## src/rtl/branch_resolve.sv

```systemverilog
// ---------------------------------------------------------------------------
// branch_resolve
//   EX-stage branch resolution unit. Selects comparator signedness, decides
//   taken/not-taken for conditional branches, JAL and JALR, computes the
//   target and issues a registered PC redirect. Holds o_flush over the
//   wrong-path IF/ID slots (static predict-not-taken). Keeps saturating
//   branch statistics.
//
// Ports
//   i_clk, i_rst        clock, synchronous active-high reset
//   i_valid, i_stall    EX instruction valid / pipeline stall
//   i_is_br/jal/jalr    instruction class (one-hot when legal)
//   i_funct3            branch condition select
//   i_br_eq, i_br_lt    comparator flags
//   i_pc, i_imm         EX PC and sign-extended immediate
//   i_rs1_data          JALR base register
//   o_br_un             to comparator: unsigned compare (combinational)
//   o_redirect/o_target registered redirect pulse and its target
//   o_flush             kill IF/ID contents
//   o_misalign          taken target not 4-byte aligned (pulse)
//   o_illegal           bad funct3 or conflicting class flags (pulse)
//   o_cnt_br            accepted legal conditional branches (saturating)
//   o_cnt_taken         taken conditional branches (saturating)
// ---------------------------------------------------------------------------
module branch_resolve #(
    parameter int FLUSH_CYCLES = 2,
    parameter int CNT_W        = 32
) (
    input  logic             i_clk,
    input  logic             i_rst,
    input  logic             i_valid,
    input  logic             i_stall,
    input  logic             i_is_br,
    input  logic             i_is_jal,
    input  logic             i_is_jalr,
    input  logic [2:0]       i_funct3,
    input  logic             i_br_eq,
    input  logic             i_br_lt,
    input  logic [31:0]      i_pc,
    input  logic [31:0]      i_imm,
    input  logic [31:0]      i_rs1_data,
    output logic             o_br_un,
    output logic             o_redirect,
    output logic [31:0]      o_target,
    output logic             o_flush,
    output logic             o_misalign,
    output logic             o_illegal,
    output logic [CNT_W-1:0] o_cnt_br,
    output logic [CNT_W-1:0] o_cnt_taken
);

    localparam int FC_W = $clog2(FLUSH_CYCLES + 1);
    localparam logic [FC_W-1:0] FC_LOAD = FC_W'(FLUSH_CYCLES);

    typedef enum logic {
        ST_IDLE,
        ST_FLUSH
    } state_t;

    state_t            state_q,     state_d;
    logic [FC_W-1:0]   flush_cnt_q, flush_cnt_d;
    logic              redirect_q,  redirect_d;
    logic [31:0]       target_q,    target_d;
    logic              misalign_q,  misalign_d;
    logic              illegal_q,   illegal_d;
    logic [CNT_W-1:0]  cnt_br_q,    cnt_br_d;
    logic [CNT_W-1:0]  cnt_taken_q, cnt_taken_d;

    logic        accept;
    logic        multi_class;
    logic        bad_funct3;
    logic        br_cond;
    logic        taken;
    logic [31:0] target;

    function automatic logic [CNT_W-1:0] sat_inc(input logic [CNT_W-1:0] v);
        return (&v) ? v : v + 1'b1;
    endfunction

    // funct3[1] selects unsigned compare for BLTU/BGEU.
    assign o_br_un = i_funct3[1];

    always_comb begin
        // NOTE: every always_comb output gets a default first so no path
        // leaves a variable unassigned, which would infer a latch.
        state_d     = state_q;
        flush_cnt_d = flush_cnt_q;
        redirect_d  = 1'b0;
        target_d    = target_q;
        misalign_d  = 1'b0;
        illegal_d   = 1'b0;
        cnt_br_d    = cnt_br_q;
        cnt_taken_d = cnt_taken_q;

        // Instructions arriving during FLUSH are wrong-path and never accepted.
        accept      = i_valid & ~i_stall & (state_q == ST_IDLE);
        multi_class = (i_is_br & i_is_jal) | (i_is_br & i_is_jalr) | (i_is_jal & i_is_jalr);
        bad_funct3  = i_is_br & (i_funct3[2:1] == 2'b01);

        // funct3[2] picks lt vs eq; funct3[0] inverts the sense.
        br_cond = i_funct3[2] ? (i_br_lt ^ i_funct3[0]) : (i_br_eq ^ i_funct3[0]);
        taken   = (i_is_br & br_cond) | i_is_jal | i_is_jalr;
        target  = i_is_jalr ? ((i_rs1_data + i_imm) & ~32'h1) : (i_pc + i_imm);

        case (state_q)
            ST_IDLE: begin
                if (accept) begin
                    if (multi_class | bad_funct3) begin
                        illegal_d = 1'b1;
                    end else begin
                        if (i_is_br) begin
                            cnt_br_d = sat_inc(cnt_br_q);
                        end
                        if (taken) begin
                            // Misaligned taken branches still count as taken.
                            if (i_is_br) begin
                                cnt_taken_d = sat_inc(cnt_taken_q);
                            end
                            if (target[1]) begin
                                misalign_d = 1'b1;
                            end else begin
                                redirect_d  = 1'b1;
                                target_d    = target;
                                state_d     = ST_FLUSH;
                                flush_cnt_d = FC_LOAD;
                            end
                        end
                    end
                end
            end
            ST_FLUSH: begin
                // Stalls freeze the count so the flush covers the same slots.
                if (!i_stall) begin
                    if (flush_cnt_q == FC_W'(1)) begin
                        state_d     = ST_IDLE;
                        flush_cnt_d = '0;
                    end else begin
                        flush_cnt_d = flush_cnt_q - 1'b1;
                    end
                end
            end
            default: begin
                state_d     = ST_IDLE;
                flush_cnt_d = '0;
            end
        endcase
    end

    always_ff @(posedge i_clk) begin
        // NOTE: sequential state uses non-blocking assignments so every flop
        // samples the pre-edge values regardless of statement order.
        if (i_rst) begin
            state_q     <= ST_IDLE;
            flush_cnt_q <= '0;
            redirect_q  <= 1'b0;
            target_q    <= '0;
            misalign_q  <= 1'b0;
            illegal_q   <= 1'b0;
            cnt_br_q    <= '0;
            cnt_taken_q <= '0;
        end else begin
            state_q     <= state_d;
            flush_cnt_q <= flush_cnt_d;
            redirect_q  <= redirect_d;
            target_q    <= target_d;
            misalign_q  <= misalign_d;
            illegal_q   <= illegal_d;
            cnt_br_q    <= cnt_br_d;
            cnt_taken_q <= cnt_taken_d;
        end
    end

    assign o_redirect  = redirect_q;
    assign o_target    = target_q;
    assign o_flush     = (state_q == ST_FLUSH);
    assign o_misalign  = misalign_q;
    assign o_illegal   = illegal_q;
    assign o_cnt_br    = cnt_br_q;
    assign o_cnt_taken = cnt_taken_q;

endmodule
```

## config.mk

```make
export PLATFORM = sky130hd
export DESIGN_NAME = branch_resolve
export DESIGN_NICKNAME = d
export VERILOG_FILES = /design/src/rtl/branch_resolve.sv
export SDC_FILE = /design/constraint.sdc
export NUM_CORES = 1
export LEC_CHECK = 0
export ABC_AREA = 1
export CORE_MARGIN = 4
export CORE_UTILIZATION = 54
export DETAILED_ROUTE_END_ITERATION = 7
export PLACE_DENSITY = 0.81
export SLEW_MARGIN = 25
export SYNTH_ARGS = -nofsm -noshare
export SYNTH_HDL_FRONTEND = slang
export SYNTH_SLANG_ARGS = --single-unit
```

## constraint.sdc

```tcl
create_clock -name i_clk -period 2.33 [get_ports i_clk]
set_input_delay 0.466 -clock i_clk [delete_from_list [all_inputs] [get_ports i_clk]]
set_output_delay 0.466 -clock i_clk [all_outputs]
set_load 0.02 [all_outputs]
```

After elaboration in Yosys (flattened, before gate mapping)

Index checks and enable logic that the tools add are counted.

$add $sub $neg: 5
Eq/ne operators: 7
Mux-type cells: 18
Bitwise logic cells: 22
Reductions and logical operators: 9

Operator list:

| kind                                              | number |
|---|---|
| adder 32 x 1 -> 32 bit (second input constant)    | 2 |
| adder 32 bit                                      | 2 |
| AND reduction 32 bit                              | 2 |
| two-way mux 32 bit                                | 1 |
| AND reduction 5 bit                               | 3 |
| two-way mux 2 bit                                 | 6 |
| inequality test 2 bit (second input constant)     | 5 |
| two-way mux 1 bit                                 | 9 |
| NOT 1 bit                                         | 8 |
| AND 1 bit                                         | 7 |
| AND reduction 6 bit                               | 1 |
| bitwise OR 1 bit                                  | 5 |
| OR reduction 5 bit                                | 1 |
| == test 2 x 1 -> 1 bit (second input constant)    | 2 |
| one-hot mux 2 bit (2 select lines)                | 1 |
| OR reduction 3 bit                                | 1 |
| one-hot mux 1 bit (2 select lines)                | 1 |
| OR reduction 2 bit                                | 1 |
| subtractor 2 x 1 -> 2 bit (second input constant) | 1 |
| bitwise XOR 1 bit                                 | 2 |

Bits in registers: 101
Bits of input ports: 108
Output and inout port bits: 101
Logic and storage cells: 69

Depth between registers and ports, before layout

Depth after elaboration: 9
Gate-level depth with buffers: 16
Gate-level depth less buffers: 16

Least setup slack after synthesis

No wires, ideal clock.

Kind: in2reg
Start point: input i_pc[0]
End point: register target_q[10] (netlist: o_target[10])
Setup time: 0.114 ns
Arrival time: 1.954 ns
Required time: 2.216 ns
Setup slack: 0.262 ns
Stages on the path: 11
Path buffers: 2
Cells stage by stage: ha_1 inv_1 fa_1 o21ai_1 inv_2 nand4_4 inv_2 buf_6 buf_6 o211ai_2 inv_1

Longest elaborated chain between the ends: 4

Ends and longest elaborated chain:

| what                                 | line | source |
|---|---|---|
| from (decl)                          | 39   | `input logic [31:0] i_pc,` |
| adder 32 bit (*)                     | 103  | `target = i_is_jalr ? ((i_rs1_data + i_imm) & ~32'h1) : (i_pc + i_imm);` |
| two-way mux 32 bit (*)               | 103  |  |
| NOT 1 bit (no source line)           | n/a  |  |
| AND reduction 5 bit (no source line) | n/a  |  |
| to (signal assigned)                 | 165  | `target_q <= target_d;` |
| to (decl)                            | 63   | `logic [31:0] target_q, target_d;` |

Mark *: on every way between the ends. The rest lies on a longest branch, timed or not.
A chain may end at the register's enable or synchronous reset.

Worst setup path after layout

Start point: input i_imm[6]
End point: register target_q[25] (netlist: o_target[25])

Longest elaborated chain between the ends: 2
Elaborated cells on any way between the ends: 3
Classes of those cells: add/sub: 2; mux: 1

Ends and longest elaborated chain:

| what                   | line | source |
|---|---|---|
| from (decl)            | 40   | `input logic [31:0] i_imm,` |
| adder 32 bit           | 103  |  |
| two-way mux 32 bit (*) | 103  |  |

Marked as above.

==> results.yml <==
clock_network:
  cts_root_buf: "clkbuf_16"
  clkSlewWorstSetupHoldPaths_ns: 0.07
  holdBufCountCts: 0
  clk_latency_ns: 0.35
  cts_tree: "built"
  clock_sinks: 101
  numCtsBuffers: 9
  htree_levels: 3
  clockBufferDepth: 2
worst_setup_path:
  reg2reg_to: "o_cnt_taken[5]"
  critPathRequiredTime_ns: 2.62
  end_kind: "register"
  cp-start-kind: "input pin"
  r2r_slack_ns: 0.32
  r2r.worst_path.cells: 10
  r2r-start: "o_cnt_taken[0]"
  cp.arrival_ns: 2.69
  crit_fanout: 3
  crit_type: "in -> reg"
synth:
  synth_edf_count: 0
  synth_area_um2: 10400
  async_reset_ff_share_pct: 0
  synth-main-ff-cell: "dfxtp_1"
  ys_ff_latch: 101
  synth_fp_nets: 2031
  synth_warnings: 0
  synthCells: 1857
  avgSynthCellArea_um2: 5.62
  ys_seq_area_share_pct: 19.4
  synthDistinctLibCells: 43
placed_design:
  numPortBuffers: 207
  dp_slack_ns: -0.386
  dp_cells: 2406
  place_hpwl_um: 29200
  place.gp.congestion: 0.986
floorplan:
  dieArea_um2: 21600
  die_h_um: 147
  fp-row-count: 50
  die_w_um: 147
  start_util_pct: 55.4
  core-area_um2: 18800
  io_pins: 209
layout:
  drive_above_1_share_pct: 12.0
  fin_util_pct: 76.4
  fill_cells: 1573
  antenna_cells_inserted: 0
  fin_nets: 2333
  final_cells: 2423
  synthToLayoutAreaGrowth_pct: 37.7
power_and_ir_drop:
  clkPwrFrac_pct: 26.2
  p_per_area_nw_per_um2: 369
  sw_frac_of_total_pct: 35.1
  p_switching_mw: 1.86
  peakVddDrop_uv: 307
  comb_power_share_pct: 40.3
  power_leakage_nw: 7.04
  p_total_mw: 5.30
  pwr-share-seq_pct: 33.5
  intPower_mw: 3.44
sta:
  finalSetupTns_ns: -0.0653
  period_share_pct: 103
  setup_viol: 1
  slew_viol_final: 0
  rsz0062_at_grt: "yes"
  period_minus_slack_ns: 2.40
  setup_ws_ns: -0.0653
  clock_skew_ns: 0.0109
  hold_violations: 0
  max_clock_freq_mhz: 417
min_path:
  hp-start: "o_target[2]"
  hold_end: "o_target[2]"
  hold_path_class: "reg -> reg"
  min_path_cells: 2
grt:
  overflow: 0
  antenna_found_initial: 0
  grt_pass1_wl_um: 56100
  grt_max_degree: 41
  first_global_vias: 11600
  grt.total_usage_pct: 31.1
drt:
  via_per_inst: 5.26
  wl_um: 36300
  dr.first_iter.drc_count: 925
  route.antenna.remaining_nets: 0
  vias: 12700
  drcViolationCount: 0
  firstDrtPassIters: 7
  wl_per_cell_um: 15.0
status:
  outcome: "finished, violations left"
  violations: "negative setup slack"
job:
  drv_cap: 0
==> what timing repair did <==
| item | 4_1_cts | 5_1_grt |
|---|---|---|
| gates resized for setup | 2 | 108 |
| buffers inserted | 0 | 2 |
| endpoints found under the setup margin | 4 | 29 |
| pin swaps | 0 | 5 |
==> power by group through the flow <==
stage / sequential, mW / clock (mW) / combinational [mW]
finish: 1.77 / 1.39 / 2.14
global route: 1.78 / 1.49 / 2.33
CTS: 1.77 / 1.41 / 1.94
detailed placement: 1.81 / 0 / 1.93
global placement: 1.81 / 0 / 1.90
floorplan: 1.85 / 0 / 1.06
==> logic make-up (layout without fill, tap and decap cells) <==
group / Yosys count / in the layout / synth area share, %
and+or+nand+nor: 1069 / 1069 / 42.6
buffers and inverters: 360 / 666 / 13.9
AOI/OAI and AO/OA: 192 / 192 / 10.3
DFF: 101 / 101 / 19.4
xor gates and xnor gates: 67 / 67 / 5.62
adders and majority gates: 66 / 66 / 8.05
other: 1 / 1 / 0.0359
muxes: 1 / 1 / 0.0959
==> how the worst max path moves through the flow <==
stage | from | endpoint | slack (ns) | cells past startpoint
3_5_place_dp | i_imm[0] | o_target[28] | -0.39 | 16
4_1_cts | i_imm[1] | o_target[26] | 0.02 | 12
3_3_place_gp | i_imm[0] | o_target[28] | -0.35 | 16
6_report | i_imm[6] | o_target[25] | -0.07 | 16
2_1_floorplan | i_pc[0] | o_target[10] | 0.26 | 11
5_1_grt | i_imm[6] | o_target[17] | -0.08 | 13
==> cells in the mapped netlist (all sizes together), types with 3 or more instances <==
| cell type | count | share of area, % |
|---|---|---|
| nand3 | 118 | 5.7 |
| buf | 20 | 1.6 |
| xnor2 | 17 | 1.4 |
| o21bai | 7 | 0.50 |
| nand3b | 10 | 0.72 |
| and3 | 3 | 0.18 |
| o21ai | 35 | 1.7 |
| inv | 322 | 12 |
| ha | 64 | 7.7 |
| nor2 | 145 | 5.4 |
| clkbuf | 18 | 0.65 |
| o21a | 21 | 1.5 |
| xor2 | 50 | 4.2 |
| a21oi | 118 | 5.7 |
| nand2 | 712 | 26 |
| nor3 | 50 | 2.7 |
| nand4 | 23 | 1.6 |
| nor4 | 6 | 0.36 |
| dfxtp | 101 | 19 |
| o211ai | 3 | 0.31 |
==> worst max-delay path, stage by stage <==
cell and delay, ns:
clkdlybuf4s50_1 0.44, ha_1 0.37, buf_4 0.15, nand2_1 0.06
nand2_1 0.07, nand2_1 0.08, nand2_1 0.09, inv_1 0.08
nand3_1 0.18, nand2_1 0.16, nand3b_1 0.09, nand2_1 0.06
nand3_1 0.12, nand3_1 0.16, nand2_1 0.07, inv_1 0.05
==> routing by layer <==
layer	GRT usage [%]	up-vias	share of wire (%)
met1	40.4	5665	41
met2	54.5	591	48
li1	-	6404	-
met5	0	-	0
met3	3.15	89	8.1
met4	9.97	0	3.5
==> sequential cells by signal, indices dropped and copies added (netlist names) <==
| signal | count |
|---|---|
| o_cnt_br | 32 |
| o_cnt_taken | 32 |
| o_target | 31 |
| flush_cnt_q | 2 |
| o_flush | 1 |
| o_illegal | 1 |
| o_misalign | 1 |
| o_redirect | 1 |
==> per-stage QoR <==
step	hold WS (ns)	instance area, um^2
global route	0.514	14400
finish	0.465	14400
CTS	0.464	13800
detailed placement	0.453	13600
floorplan	0.433	10400
global placement	0.450	13600
==> cells in the final DEF (no fill, tap or decap), types with 5 or more instances in the layout <==
cell type,netlist,layout
a21oi_1,118,110
a21oi_2,0,8
buf_12,0,5
buf_4,8,117
clkbuf_16,0,9
clkdlybuf4s50_1,0,196
dfxtp_1,101,101
dlymetal6s2s_1,0,10
ha_1,64,32
ha_2,0,10
ha_4,0,22
inv_1,313,311
inv_2,9,10
nand2_1,709,690
nand2_2,2,20
nand3_1,118,108
nand3_2,0,10
nand3b_1,10,10
nand4_1,21,21
nor2_1,140,127
nor2_2,3,14
nor3_1,43,43
nor3_2,7,7
o21a_1,21,21
o21ai_0,28,27
o21bai_1,7,7
xnor2_1,17,17
xor2_1,50,50
==> final cells by class <==
cell class / count / area, um^2 / area share [%]
flip-flops and latches: 101 / 2020 / 14.1
clock buffers: 12 / 246 / 1.71
well taps: 260 / 325 / 2.26
multi-input cells: 1396 / 7480 / 52.0
repair buffers: 329 / 3070 / 21.4
inverters: 322 / 1210 / 8.44
clock inverters: 3 / 22.5 / 0.157
No activity file was read; power rests on OpenSTA's default activity.
